`src/rtl/mem_arbiter.sv`:
```
// Two-port to one-memory arbiter: registers the winning request onto pmem,
// holds it until pmem_resp, then pulses the owner's response. Round-robin ties.
module mem_arbiter #(
    parameter int ADDR_WIDTH = 16,
    parameter int DATA_WIDTH = 16,
    parameter int CNT_WIDTH  = 16
) (
    input  logic                  clk,
    input  logic                  rst_n,
    input  logic                  mem_read_a,
    input  logic                  mem_write_a,
    input  logic [1:0]            mem_wmask_a,
    input  logic [ADDR_WIDTH-1:0] mem_address_a,
    input  logic [DATA_WIDTH-1:0] mem_wdata_a,
    output logic                  mem_resp_a,
    output logic [DATA_WIDTH-1:0] mem_rdata_a,
    input  logic                  mem_read_b,
    input  logic                  mem_write_b,
    input  logic [1:0]            mem_wmask_b,
    input  logic [ADDR_WIDTH-1:0] mem_address_b,
    input  logic [DATA_WIDTH-1:0] mem_wdata_b,
    output logic                  mem_resp_b,
    output logic [DATA_WIDTH-1:0] mem_rdata_b,
    output logic                  pmem_read,
    output logic                  pmem_write,
    output logic [1:0]            pmem_wmask,
    output logic [ADDR_WIDTH-1:0] pmem_address,
    output logic [DATA_WIDTH-1:0] pmem_wdata,
    input  logic                  pmem_resp,
    input  logic [DATA_WIDTH-1:0] pmem_rdata,
    output logic                  busy,
    output logic [CNT_WIDTH-1:0]  conflict_count
);

    typedef enum logic [1:0] {IDLE, GRANT_A, GRANT_B} state_t;

    state_t                r_state;
    logic                  r_last_b;
    logic                  r_pmem_read;
    logic                  r_pmem_write;
    logic [1:0]            r_pmem_wmask;
    logic [ADDR_WIDTH-1:0] r_pmem_address;
    logic [DATA_WIDTH-1:0] r_pmem_wdata;
    logic [CNT_WIDTH-1:0]  r_conflict_count;

    logic w_req_a;
    logic w_req_b;
    logic w_pick_b;

    assign w_req_a  = mem_read_a | mem_write_a;
    assign w_req_b  = mem_read_b | mem_write_b;
    // On a tie the port that did not win last time goes first.
    assign w_pick_b = w_req_b & (~w_req_a | ~r_last_b);

    always_ff @(posedge clk or negedge rst_n) begin
        if (!rst_n) begin
            r_state          <= IDLE;
            r_last_b         <= 1'b0;
            r_pmem_read      <= 1'b0;
            r_pmem_write     <= 1'b0;
            r_pmem_wmask     <= '0;
            r_pmem_address   <= '0;
            r_pmem_wdata     <= '0;
            r_conflict_count <= '0;
        end else begin
            case (r_state)
                IDLE: begin
                    if (w_req_a && w_req_b && (r_conflict_count != '1))
                        r_conflict_count <= r_conflict_count + CNT_WIDTH'(1);
                    if (w_pick_b) begin
                        r_state        <= GRANT_B;
                        r_last_b       <= 1'b1;
                        r_pmem_write   <= mem_write_b;
                        r_pmem_read    <= mem_read_b & ~mem_write_b;
                        r_pmem_wmask   <= mem_wmask_b;
                        r_pmem_address <= mem_address_b;
                        r_pmem_wdata   <= mem_wdata_b;
                    end else if (w_req_a) begin
                        r_state        <= GRANT_A;
                        r_last_b       <= 1'b0;
                        r_pmem_write   <= mem_write_a;
                        r_pmem_read    <= mem_read_a & ~mem_write_a;
                        r_pmem_wmask   <= mem_wmask_a;
                        r_pmem_address <= mem_address_a;
                        r_pmem_wdata   <= mem_wdata_a;
                    end
                end
                GRANT_A, GRANT_B: begin
                    if (pmem_resp) begin
                        r_state      <= IDLE;
                        r_pmem_read  <= 1'b0;
                        r_pmem_write <= 1'b0;
                    end
                end
                default: r_state <= IDLE;
            endcase
        end
    end

    // A withdrawn (flushed) request still completes on pmem but gets no response.
    assign mem_resp_a     = pmem_resp & (r_state == GRANT_A) & w_req_a;
    assign mem_resp_b     = pmem_resp & (r_state == GRANT_B) & w_req_b;
    assign mem_rdata_a    = pmem_rdata;
    assign mem_rdata_b    = pmem_rdata;
    assign pmem_read      = r_pmem_read;
    assign pmem_write     = r_pmem_write;
    assign pmem_wmask     = r_pmem_wmask;
    assign pmem_address   = r_pmem_address;
    assign pmem_wdata     = r_pmem_wdata;
    assign busy           = (r_state != IDLE);
    assign conflict_count = r_conflict_count;

endmodule

```
`config.mk`:
```
export PLATFORM = sky130hd
export DESIGN_NAME = mem_arbiter
export DESIGN_NICKNAME = d
export VERILOG_FILES = /design/src/rtl/mem_arbiter.sv
export SDC_FILE = /design/constraint.sdc
export NUM_CORES = 1
export LEC_CHECK = 0
export ABC_CLOCK_PERIOD_IN_PS = 2350
export BUFFER_PORTS_ARGS = -buffer_cell sky130_fd_sc_hd__buf_2
export CORE_ASPECT_RATIO = 1.5
export CORE_UTILIZATION = 35
export CTS_CLUSTER_SIZE = 30
export DETAILED_ROUTE_END_ITERATION = 7
export PLACE_DENSITY = 0.67
export REMOVE_ABC_BUFFERS = 1
export SYNTH_ARGS = -nofsm -noshare
export SYNTH_HDL_FRONTEND = slang
export SYNTH_SLANG_ARGS = --single-unit
```
`constraint.sdc`:
```
create_clock -name clk -period 2.35 [get_ports clk]
set_clock_uncertainty 0.1 [all_clocks]
set_input_delay 0.3525 -clock clk [delete_from_list [all_inputs] [get_ports clk]]
set_output_delay 0.3525 -clock clk [all_outputs]
set_load 0.01 [all_outputs]
```
==> out/metrics.csv <==
metric;value;unit
clkLatencyLatePin;0.29;ns
synthSimpleGateAreaFrac;0.145;
power;0.00417;W
synthCells;289;
synth_compound_area_frac;0.0881;
hp-class;input port to flip-flop;
clkTransAtPathRegs;0.07;ns
cp_data_required_time;2.46;ns
synth_warnings;0;
port_buffers;129;
synth_commonest_cells;dfrtp_1, nand2_1, buf_4, o21ai_0, mux2i_1;
drv_slew;0;
tritoncts;built;
totalWireLength;7040;um
relSlewSlack;0.615;
drive_above_1_share;0.390;
drc;0;
ir_worst_vdd;494;uV
initial_utilization;0.363;
syn_area_per_cell;10.1;um^2
synth_edf_count;0;
drv_cap;0;
grt-ovfl-total;0;
ios;178;
synth.most_common_cell;dfrtp_1;
post_dp_cell_area;3460;um^2
die_y;114;um
grt_pass1_vias;2320;
ys_types;37;
timing.fmax;476;MHz
synth_top_cell_by_area;dfrtp_1;
design_area;3640;um^2
cts_max_level;2;
yosys_most_used_dff;dfrtp_1;
drt-pass1-iter-count;4;
leakage;1.93;nW
die_area;8740;um^2
whs;0.246;ns
cts.sinks;55;
yosysSeqAreaShare;0.470;
cp-end-kind;flip-flop;
grt_pass1_wl;11200;um
yosysTopAreaCellShare;0.470;
track_usage;0.166;
antenna_found_initial;0;
setup_tns;0;ns
post_cts_buffers;0;
synth_fa_ha_area_frac;0.0171;
synth_top_family_by_area;simple AND/OR/NAND/NOR gates;
num_vias;2395;
arrival;2.21;ns
clk_path_buf_depth;2;
antenna_cells;0;
cts-buffers-inserted;5;
status;complete, no violations;
core_area;8060;um^2
vias_per_cell;4.87;
worst-path-max-fanout;6;
synthTopCellsByArea;dfrtp_1, mux2i_1, buf_4;
finalNetCount;481;
place_hpwl;5580;um
fin_crit_sh;0.894;
syn_to_final_growth;24.5;%
drtIter0Drc;68;
synthMuxAreaShare;0.121;
cts_root_buf;clkbuf_16;
finalCriticalPeriod;2.10;ns
netlist_area;2930;um^2
synth-seq-cells;55;
p_per_area;1140;nW/um^2
worstSetupStartpointType;flip-flop;
gp_congestion;0.851;
crit_type;flip-flop to flip-flop;
rows;40;
setup_viol;0;
wl_per_cell;14.3;um
grt_start_max_net_pins;43;
die_x;76.6;um
final_core_util;0.452;
rsz0062_at_grt;false;
ant_nets;0;
async_reset_ff_frac;1.00;
worst-slew-pin-transition;0.578;ns
finalHoldViolations;0;
yosys.area_share.xor_xnor;0.0449;
==> through the flow <==
| step | instances | setup slack, ns |
|---|---|---|
| after floorplan | 244 | -0.114 |
| after global placement | 483 | 0.367 |
| after detailed placement | 483 | 0.262 |
| after CTS | 492 | 0.245 |
| after global routing | 492 | 0.0976 |
| final | 492 | 0.250 |
==> layer usage <==
layer / GRT usage / wire length, um
met5: 0.0294 / 0
met4: 0.0538 / 72
met3: 0.0768 / 628
met2: 0.265 / 3310
met1: 0.194 / 3030
==> layout by cell type (no fill, tap or decap), types with 6 or more instances in the layout <==
| cell type | synthesis | layout |
|---|---|---|
| buf_2 | 8 | 129 |
| dfrtp_1 | 55 | 55 |
| nand2_1 | 41 | 41 |
| o21ai_0 | 35 | 35 |
| mux2i_1 | 34 | 34 |
| xor2_1 | 12 | 12 |
| nor4_1 | 8 | 8 |
| nand3_1 | 7 | 7 |
| nor2_1 | 6 | 6 |
==> critical path, stage by stage (launching register included) <==
cell and delay [ns]:
dfrtp_1 0.39, inv_1 0.10, ha_1 0.29, o221ai_2 0.16, or3_4 0.42, nor4_1 0.37
xor2_1 0.19
==> cells by family (layout without fill, tap and decap cells) <==
logic type | after synthesis | count (layout)
compound gates | 46 | 46
xor+xnor | 15 | 15
fa+ha+maj | 4 | 4
buf+inv | 50 | 148
flops | 55 | 55
mux | 35 | 35
simple gates | 84 | 84
==> sequential cells by signal, summed over array words and instances, names as in the netlist <==
signal	count
r_last_b	1
pmem_read	1
pmem_wdata	16
pmem_address	16
pmem_write	1
conflict_count	16
r_state	2
pmem_wmask	2
==> area by class of cell <==
cell class | count | area [um^2]
Clock buffer | 6 | 139
Clock inverter | 2 | 35.0
Fill cell | 803 | 4420
Inverter | 5 | 18.8
Multi-Input combinational cell | 184 | 1220
Sequential cell | 55 | 1380
Tap cell | 105 | 131
Timing Repair Buffer | 135 | 718
==> path summary, 6_finish.rpt <==
| path | cells past startpoint | endpoint | slack, ns | start |
|---|---|---|---|---|
| worst max-delay path | 6 | conflict_count[11] | 0.25 | r_state[0] |
| worst min-delay path | 3 | pmem_address[9] | 0.25 | mem_address_b[9] |
| worst max register to register | 6 | conflict_count[11] | 0.25 | r_state[0] |
| worst min register to register | 2 | pmem_address[15] | 0.38 | pmem_address[15] |
| max in group asynchronous | 3 | pmem_wdata[6] | 1.10 | rst_n |
| min in group asynchronous | 2 | conflict_count[3] | 0.49 | rst_n |
==> repair_timing <==
item                      CTS  global route
hold endpoints to repair   23             0
hold buffers                1             0
resized for setup           0             0
==> where the power goes <==
part / switching (W) / leakage (nW) / internal, W / total [W]
clock: 0.000331 / 0.0868 / 0.000530 / 0.000861
sequential: 0.000241 / 0.690 / 0.00133 / 0.00157
combinational: 0.000975 / 1.15 / 0.000757 / 0.00173
total: 0.00155 / 1.93 / 0.00262 / 0.00417
Note: power is estimated with default switching activity, not from simulation.
